File: src/rtl/fpu_pkg.sv
// Shared definitions for the parametrised floating-point unit.
//   - operation codes (OP_ADD / OP_SUB / OP_MUL; code 2'b11 behaves as add)
//   - FSM state encoding
//   - bit positions inside the 4-bit flags vector
//   - helpers that derive the exponent bias and canonical quiet NaN from the
//     exponent/mantissa field widths (64-bit results, truncated by the caller)
package fpu_pkg;

    localparam logic [1:0] OP_ADD = 2'b00;
    localparam logic [1:0] OP_SUB = 2'b01;
    localparam logic [1:0] OP_MUL = 2'b10;

    typedef enum logic [2:0] {
        S_IDLE,
        S_UNPACK,
        S_EXEC,
        S_NORM,
        S_ROUND,
        S_DONE
    } state_t;

    // flags = {invalid, overflow, underflow, inexact}
    localparam int FLAG_INEXACT   = 0;
    localparam int FLAG_UNDERFLOW = 1;
    localparam int FLAG_OVERFLOW  = 2;
    localparam int FLAG_INVALID   = 3;

    function automatic logic [63:0] fp_bias(input int exp_w);
        return (64'd1 << (exp_w - 1)) - 64'd1;
    endfunction

    // {sign 0, exponent all ones, fraction MSB set, rest zero}
    function automatic logic [63:0] fp_qnan(input int exp_w, input int man_w);
        logic [63:0] exp_ones;
        exp_ones = (64'd1 << exp_w) - 64'd1;
        return (exp_ones << man_w) | (64'd1 << (man_w - 1));
    endfunction

endpackage

File: src/rtl/fp_lzc.sv
// Combinational leading-zero counter.
//   din   : N-bit vector, MSB first
//   count : number of zeros above the highest set bit (N when din is zero)
module fp_lzc #(
    parameter  int N  = 27,
    localparam int CW = $clog2(N + 1)
) (
    input  logic [N-1:0]  din,
    output logic [CW-1:0] count
);

    // Scanning upward lets the highest set bit overwrite any lower one.
    always_comb begin
        // NOTE: every always_comb output gets a default first so no path
        // leaves it unassigned and no latch is inferred.
        count = CW'(N);
        for (int i = 0; i < N; i++) begin
            if (din[i]) count = CW'(N - 1 - i);
        end
    end

endmodule

File: src/rtl/fpu_param.sv
// Multi-cycle floating-point add / subtract / multiply unit with configurable
// exponent and fraction widths, round-to-nearest-even, no subnormals.
//   clk, rst     : rising-edge clock, asynchronous active-low reset
//   start, op    : request and operation, sampled only when idle
//   A, B         : operands, captured on the accepting edge
//   R, flags     : result and {invalid, overflow, underflow, inexact},
//                  held from done until the next accepted start
//   busy         : high while a transaction is in flight
//   done         : one-cycle pulse when R and flags are valid
module fpu_param
    import fpu_pkg::*;
#(
    parameter  int EXP_W = 8,
    parameter  int MAN_W = 23,
    localparam int W     = EXP_W + MAN_W + 1
) (
    input  logic         clk,
    input  logic         rst,
    input  logic         start,
    input  logic [1:0]   op,
    input  logic [W-1:0] A,
    input  logic [W-1:0] B,
    output logic [W-1:0] R,
    output logic         busy,
    output logic         done,
    output logic [3:0]   flags
);

    localparam int AW  = MAN_W + 4;          // {hidden, frac, G, R, S}
    localparam int SW  = MAN_W + 5;          // carry bit on top of AW
    localparam int N   = MAN_W + 1;          // multiplier operand width
    localparam int XW  = EXP_W + 2;          // signed working exponent
    localparam int LZW = $clog2(AW + 1);
    localparam int CW  = $clog2(N);

    localparam logic [W-1:0]          QNAN    = W'(fp_qnan(EXP_W, MAN_W));
    localparam logic signed [XW-1:0]  BIAS    = XW'(fp_bias(EXP_W));
    localparam logic [EXP_W-1:0]      EXP_MAX = '1;
    localparam logic signed [XW-1:0]  EXP_INF = $signed({2'b00, EXP_MAX});
    localparam logic signed [XW-1:0]  ONE     = XW'(1);
    localparam logic signed [XW-1:0]  ZERO    = '0;

    state_t                state_q, state_d;
    logic [1:0]            op_q;
    logic [W-1:0]          a_q, b_q, res_q;
    logic [3:0]            res_flags_q;
    logic                  sign_q, eff_sub_q, zero_q;
    logic signed [XW-1:0]  exp_q;
    logic [SW-1:0]         sig_q;
    logic [AW-1:0]         big_q, small_q;
    logic [N-1:0]          mcand_q, mplier_q;
    logic [2*N-1:0]        prod_q;
    logic [CW-1:0]         cnt_q;

    // ---------------- unpack / classify ----------------
    logic             sa, sb, is_mul;
    logic [EXP_W-1:0] ea, eb;
    logic [MAN_W-1:0] fa, fb;
    logic             a_zero, b_zero, a_inf, b_inf, a_nan, b_nan;

    assign is_mul = (op_q == OP_MUL);
    assign sa     = a_q[W-1];
    assign sb     = b_q[W-1] ^ (op_q == OP_SUB);
    assign ea     = a_q[W-2:MAN_W];
    assign eb     = b_q[W-2:MAN_W];
    assign fa     = a_q[MAN_W-1:0];
    assign fb     = b_q[MAN_W-1:0];
    // exp==0 flushes to zero, so any fraction there is ignored
    assign a_zero = (ea == '0);
    assign b_zero = (eb == '0);
    assign a_inf  = (ea == EXP_MAX) && (fa == '0);
    assign b_inf  = (eb == EXP_MAX) && (fb == '0);
    assign a_nan  = (ea == EXP_MAX) && (fa != '0);
    assign b_nan  = (eb == EXP_MAX) && (fb != '0);

    logic         spec_hit;
    logic [W-1:0] spec_res;
    logic [3:0]   spec_flags;

    always_comb begin
        spec_hit   = 1'b1;
        spec_res   = '0;
        spec_flags = '0;
        if (a_nan || b_nan) begin
            spec_res                 = QNAN;
            spec_flags[FLAG_INVALID] = 1'b1;
        end else if (is_mul) begin
            if ((a_inf && b_zero) || (a_zero && b_inf)) begin
                spec_res                 = QNAN;
                spec_flags[FLAG_INVALID] = 1'b1;
            end else if (a_inf || b_inf) spec_res = {sa ^ sb, EXP_MAX, {MAN_W{1'b0}}};
            else if (a_zero || b_zero)   spec_res = {sa ^ sb, {(W-1){1'b0}}};
            else                         spec_hit = 1'b0;
        end else begin
            if (a_inf && b_inf && (sa != sb)) begin
                spec_res                 = QNAN;
                spec_flags[FLAG_INVALID] = 1'b1;
            end else if (a_inf)          spec_res = {sa, EXP_MAX, {MAN_W{1'b0}}};
            else if (b_inf)              spec_res = {sb, EXP_MAX, {MAN_W{1'b0}}};
            else if (a_zero && b_zero)   spec_res = {sa & sb, {(W-1){1'b0}}};
            else if (a_zero)             spec_res = {sb, eb, fb};
            else if (b_zero)             spec_res = {sa, ea, fa};
            else                         spec_hit = 1'b0;
        end
    end

    // ---------------- add-path alignment ----------------
    logic             sign_big;
    logic [EXP_W-1:0] e_big, e_small, diff;
    logic [AW-1:0]    sig_big, sig_small, small_mask, small_aligned;

    always_comb begin
        if ({ea, fa} >= {eb, fb}) begin
            sign_big  = sa;
            e_big     = ea;
            e_small   = eb;
            sig_big   = {1'b1, fa, 3'b000};
            sig_small = {1'b1, fb, 3'b000};
        end else begin
            sign_big  = sb;
            e_big     = eb;
            e_small   = ea;
            sig_big   = {1'b1, fb, 3'b000};
            sig_small = {1'b1, fa, 3'b000};
        end
        diff       = e_big - e_small;
        small_mask = ~({AW{1'b1}} << diff);
        if (int'(diff) >= AW) begin
            // the whole significand lands below S; only the sticky survives
            small_aligned = {{(AW-1){1'b0}}, 1'b1};
        end else begin
            small_aligned = (sig_small >> diff)
                          | {{(AW-1){1'b0}}, |(sig_small & small_mask)};
        end
    end

    logic signed [XW-1:0] mul_exp;
    assign mul_exp = $signed({2'b00, ea}) + $signed({2'b00, eb}) - BIAS;

    // ---------------- shift-add multiplier step ----------------
    logic [N:0]     mul_upper;
    logic [2*N-1:0] prod_next;
    logic [SW-1:0]  prod_sig;
    logic           mul_last;

    assign mul_upper = {1'b0, prod_q[2*N-1:N]} + (mplier_q[0] ? {1'b0, mcand_q} : {(N+1){1'b0}});
    assign prod_next = {mul_upper, prod_q[N-1:1]};
    // product MSB is the carry position; bits below R collapse into S
    assign prod_sig  = {prod_next[2*N-1:MAN_W-2], |prod_next[MAN_W-3:0]};
    assign mul_last  = (cnt_q == CW'(N - 1));

    // ---------------- normalise / round ----------------
    logic [LZW-1:0] lz;

    fp_lzc #(.N(AW)) u_lzc (
        .din   (sig_q[AW-1:0]),
        .count (lz)
    );

    logic                 rnd_inc;
    logic [MAN_W+1:0]     rnd_mant;
    logic signed [XW-1:0] rnd_exp;
    logic [W-1:0]         rnd_res;
    logic [3:0]           rnd_flags;

    always_comb begin
        rnd_inc  = sig_q[2] & (sig_q[1] | sig_q[0] | sig_q[3]);
        rnd_mant = {1'b0, sig_q[AW-1:3]} + {{(MAN_W+1){1'b0}}, rnd_inc};
        rnd_exp  = exp_q;
        if (rnd_mant[MAN_W+1]) begin
            rnd_mant = rnd_mant >> 1;
            rnd_exp  = exp_q + ONE;
        end
        rnd_res                 = {sign_q, rnd_exp[EXP_W-1:0], rnd_mant[MAN_W-1:0]};
        rnd_flags               = '0;
        rnd_flags[FLAG_INEXACT] = |sig_q[2:0];
        if (zero_q) begin
            // exact cancellation always yields +0
            rnd_res   = '0;
            rnd_flags = '0;
        end else if (rnd_exp >= EXP_INF) begin
            rnd_res                   = {sign_q, EXP_MAX, {MAN_W{1'b0}}};
            rnd_flags[FLAG_OVERFLOW]  = 1'b1;
            rnd_flags[FLAG_INEXACT]   = 1'b1;
        end else if (rnd_exp <= ZERO) begin
            rnd_res                   = {sign_q, {(W-1){1'b0}}};
            rnd_flags[FLAG_UNDERFLOW] = 1'b1;
            rnd_flags[FLAG_INEXACT]   = 1'b1;
        end
    end

    // ---------------- FSM ----------------
    always_ff @(posedge clk or negedge rst) begin
        // NOTE: state is updated with non-blocking assignments so every
        // register samples pre-edge values regardless of statement order.
        if (!rst) state_q <= S_IDLE;
        else      state_q <= state_d;
    end

    always_comb begin
        state_d = state_q;
        unique case (state_q)
            S_IDLE:   if (start) state_d = S_UNPACK;
            S_UNPACK: state_d = spec_hit ? S_DONE : S_EXEC;
            S_EXEC:   if (!is_mul || mul_last) state_d = S_NORM;
            S_NORM:   state_d = S_ROUND;
            S_ROUND:  state_d = S_DONE;
            S_DONE:   state_d = S_IDLE;
            default:  state_d = S_IDLE;
        endcase
    end

    // ---------------- datapath and outputs ----------------
    always_ff @(posedge clk or negedge rst) begin
        if (!rst) begin
            op_q        <= '0;
            a_q         <= '0;
            b_q         <= '0;
            res_q       <= '0;
            res_flags_q <= '0;
            sign_q      <= 1'b0;
            eff_sub_q   <= 1'b0;
            zero_q      <= 1'b0;
            exp_q       <= '0;
            sig_q       <= '0;
            big_q       <= '0;
            small_q     <= '0;
            mcand_q     <= '0;
            mplier_q    <= '0;
            prod_q      <= '0;
            cnt_q       <= '0;
            R           <= '0;
            flags       <= '0;
            busy        <= 1'b0;
            done        <= 1'b0;
        end else begin
            done <= 1'b0;
            unique case (state_q)
                S_IDLE: if (start) begin
                    a_q  <= A;
                    b_q  <= B;
                    op_q <= op;
                    busy <= 1'b1;
                end
                S_UNPACK: begin
                    res_q       <= spec_res;
                    res_flags_q <= spec_flags;
                    if (is_mul) begin
                        sign_q   <= sa ^ sb;
                        exp_q    <= mul_exp;
                        mcand_q  <= {1'b1, fa};
                        mplier_q <= {1'b1, fb};
                        prod_q   <= '0;
                        cnt_q    <= '0;
                    end else begin
                        sign_q    <= sign_big;
                        exp_q     <= $signed({2'b00, e_big});
                        big_q     <= sig_big;
                        small_q   <= small_aligned;
                        eff_sub_q <= sa ^ sb;
                    end
                end
                S_EXEC: begin
                    if (is_mul) begin
                        prod_q   <= prod_next;
                        mplier_q <= mplier_q >> 1;
                        cnt_q    <= cnt_q + CW'(1);
                        if (mul_last) sig_q <= prod_sig;
                    end else if (eff_sub_q) begin
                        sig_q <= {1'b0, big_q} - {1'b0, small_q};
                    end else begin
                        sig_q <= {1'b0, big_q} + {1'b0, small_q};
                    end
                end
                S_NORM: begin
                    zero_q <= (sig_q == '0);
                    if (sig_q[SW-1]) begin
                        sig_q <= {1'b0, sig_q[SW-1:2], sig_q[1] | sig_q[0]};
                        exp_q <= exp_q + ONE;
                    end else begin
                        sig_q <= sig_q << lz;
                        exp_q <= exp_q - $signed({{(XW-LZW){1'b0}}, lz});
                    end
                end
                S_ROUND: begin
                    res_q       <= rnd_res;
                    res_flags_q <= rnd_flags;
                end
                S_DONE: begin
                    R     <= res_q;
                    flags <= res_flags_q;
                    done  <= 1'b1;
                    busy  <= 1'b0;
                end
                default: ;
            endcase
        end
    end

endmodule

File: config.mk
export PLATFORM = sky130hd
export DESIGN_NAME = fpu_param
export DESIGN_NICKNAME = d
export VERILOG_FILES = /design/src/rtl/fpu_pkg.sv /design/src/rtl/fp_lzc.sv /design/src/rtl/fpu_param.sv
export SDC_FILE = /design/constraint.sdc
export NUM_CORES = 1
export LEC_CHECK = 0
export ABC_AREA = 0
export CAP_MARGIN = 20
export CORE_AREA = 5 5 212 214
export DETAILED_ROUTE_END_ITERATION = 10
export DIE_AREA = 0 0 217 219
export PLACE_DENSITY = 0.82
export REMOVE_ABC_BUFFERS = 1
export SLEW_MARGIN = 20
export SYNTH_ARGS = -nofsm -noshare
export SYNTH_HDL_FRONTEND = slang
export SYNTH_HIERARCHICAL = 1
export SYNTH_SLANG_ARGS = --single-unit
File: constraint.sdc
create_clock -name clk -period 5.15 [get_ports clk]
set_input_delay 1.03 -clock clk [delete_from_list [all_inputs] [get_ports clk]]
set_output_delay 1.03 -clock clk [all_outputs]
set_load 0.02 [all_outputs]
==> flow_metrics.env <==
export IMPL_fin_worst_skew_ns=0.0284
export IMPL_fmax_mhz=209
export IMPL_htree_levels=2
export IMPL_cts_sinks=335
export IMPL_dp_cells=3419
export IMPL_postCtsHoldBufs=0
export IMPL_grt_usage_pct=34.2
export IMPL_ys_seq_area_share_pct=35.6
export IMPL_crit_family="compound AO/OA/AOI/OAI gates"
export IMPL_critical_path_class="register to register"
export IMPL_gr_total_overflow=0
export IMPL_crit_arrival_ns=5.28
export IMPL_slew_headroom_pct=32.9
export IMPL_dp_hpwl_mm=60.9
export IMPL_setup_violations=0
export IMPL_place_congestion=1.02
export IMPL_endpoint_kind="register"
export IMPL_areaGrowthSynthToFinish_pct=14.9
export IMPL_cp_startpoint="b_q[24]"
export IMPL_hold_viol_final=0
export IMPL_synthArstFlopShare_pct=100
export IMPL_slew_viol_final=0
export IMPL_critPathBufInv=3
export IMPL_maxCapViolCount=0
export IMPL_r2r_start="b_q[24]"
export IMPL_grt_pass1_wl_mm=129
export IMPL_diodes=0
export IMPL_vias=23000
export IMPL_cp_max_fo=24
export IMPL_cp_common_cell="o21ai_1"
export IMPL_slowest_stage="dfrtp_1"
export IMPL_vias_per_cell=6.58
export IMPL_synthesis_area_um2=23500
export IMPL_min_period_ns=4.78
export IMPL_detail_route_antenna_nets=0
export IMPL_die_area_um2=47500
export IMPL_required_ns=5.65
export IMPL_cts_root_buf="clkbuf_16"
export IMPL_netlist_top_cells_count="nand2_1, dfrtp_1, nor2_1"
export IMPL_synth_cells=2813
export IMPL_portBuffers=106
export IMPL_yosysMostFrequentCell="nand2_1"
export IMPL_grt_max_degree=102
export IMPL_avgSynthCellArea_um2=8.37
export IMPL_pin_count=107
export IMPL_slowest_delay_ns=0.47
export IMPL_hold_ws_ns=0.466
export IMPL_start_kind="register"
export IMPL_die_h_um=219
export IMPL_cp_cell_sequence="inv_1 -> ha_1 -> a21oi_1 -> o21ai_1 -> a311oi_2 -> o21ai_1 -> o21ai_4 -> buf_4 -> mux2_4 -> a311oi_2 -> o211ai_1 -> a2bb2oi_4 -> buf_6 -> nand2_1 -> or3_1 -> o21ai_1 -> a22o_1"
export IMPL_grt_setup_unrepaired="false"
export IMPL_period_share_pct=92.9
export IMPL_cts_buffers=39
export IMPL_hold_start="res_q[27]"
export IMPL_finalWirelength_mm=82.8
export IMPL_ys_warn_count=6
export IMPL_synth_seq_cells=335
export IMPL_drt_iter0_drc=2867
export IMPL_yosys_area_top_type_share_pct=35.6
export IMPL_dieWidth_um=217
export IMPL_core_area_um2=42700
export IMPL_wl_per_cell_um=23.7
export IMPL_worst_slew_pin_slew_ns=1.00
export IMPL_num_rows=76
export IMPL_synth_edf_count=0
export IMPL_clk_pin_slew_ns=0.06
export IMPL_start_util_pct=55.1
export IMPL_final_core_util_pct=63.3
export IMPL_drc=0
export IMPL_stdcell_count=3491
export IMPL_cts_tree="yes"
export IMPL_grt_antenna_before_repair=1
export IMPL_grt_pass1_vias=22300
export IMPL_dr_pass1_iters=9
export IMPL_synth_distinct_cells=95
export IMPL_layout_drive_gt1_share_pct=10.7
export IMPL_yosysTopAreaCell="dfrtp_1"
export IMPL_synth_area_leaders="dfrtp_1, nand2_1, ha_1"
export IMPL_synthFlopType="dfrtp_1"
export IMPL_worstHoldPathType="register to register"
export IMPL_setup_tns_ns=0
export IMPL_status="finished, final reports clean"
export IMPL_clk_latency_ns=0.58
export IMPL_nNetsFinal=3093
export IMPL_clockBufferDepth=3
## layout by cell type, fill, tap and decap left out, types with 25 or more instances in the layout
cell type and count:
nand4_1 25, a22o_1 54, nor2_1 209, xor2_1 36
o21a_1 31, nand3_1 44, o221ai_1 31, nor4_1 40
a31oi_1 50, ha_1 105, nor3_1 40, mux2_2 42
xnor2_1 72, buf_4 138, nand2_1 490, clkdlybuf4s50_1 105
mux2i_1 101, o21ai_0 194, a21oi_1 180, and2_1 39
a211oi_1 41, inv_1 89, dfrtp_1 335, clkbuf_16 39
a22oi_1 31
## final cells by class
class	count	area, um^2
Fill cell	3572	15700
Multi-Input combinational cell	2198	14100
Sequential cell	335	8380
Timing Repair Buffer	249	2190
Clock buffer	54	1130
Tap cell	546	683
Inverter	93	349
Clock inverter	16	174
## sequential cells by signal (all words and copies together), names as in the netlist, 2 cells and up
signal       cells
R               32
a_q             32
b_q             32
big_q           24
cnt_q            5
exp_q           10
flags            4
mcand_q         24
mplier_q        24
op_q             2
prod_q          47
res_flags_q      4
res_q           32
sig_q           28
small_q         27
state_q          3
## stage by stage
stage | setup WS [ns] | cell area, um^2
2_1_floorplan | -4.58 | 22800
4_1_cts | 0.300 | 27000
3_5_place_dp | 0.386 | 25700
3_3_place_gp | 0.543 | 25700
6_report | 0.368 | 27000
5_1_grt | 0.0372 | 27000
## metal layers
layer,GRT usage (%),up-vias,wire (um)
met3,6.84,281,7750
li1,-,10300,-
met1,45.2,11100,33100
met5,0,-,17
met4,15.1,2,4370
met2,55.1,1246,37600
## worst reg2reg max path, cell delays in order (launching register included)
cell and delay (ns):
dfrtp_1 0.47, inv_1 0.11, ha_1 0.38, a21oi_1 0.22
o21ai_1 0.11, a311oi_2 0.37, o21ai_1 0.20, o21ai_4 0.24
buf_4 0.34, mux2_4 0.35, a311oi_2 0.36, o211ai_1 0.26
a2bb2oi_4 0.33, buf_6 0.26, nand2_1 0.10, or3_1 0.35
o21ai_1 0.10, a22o_1 0.16
## final timing paths
path	slack [ns]	cells past startpoint	to
max	0.37	17	small_q[15]
max in group asynchronous	3.49	2	b_q[29]
max reg2reg	0.37	17	small_q[15]
min	0.47	2	R[27]
min reg2reg	0.47	2	R[27]
min in group asynchronous	0.49	1	small_q[3]
## cells by family (layout without fill, tap and decap cells)
logic type               count (synthesis)  count (layout)  synth area share, %
flip-flops                             335             335                 35.6
AND/OR/NAND/NOR                       1001            1001                 19.0
AO/OA/AOI/OAI                          819             819                 23.0
multiplexers                           159             159                 7.77
adder cells (fa/ha/maj)                108             108                 5.84
XOR/XNOR                               111             111                 4.16
buffers and inverters                  280             412                 4.69
## what timing repair did
action                     4_1_cts  5_1_grt
setup endpoints to repair        0        6
gates resized for setup          0        1
buffers inserted                 0        1
Power is not shown: default switching activity piles up to over one toggle a cycle in this logic, so the estimate is an artifact.
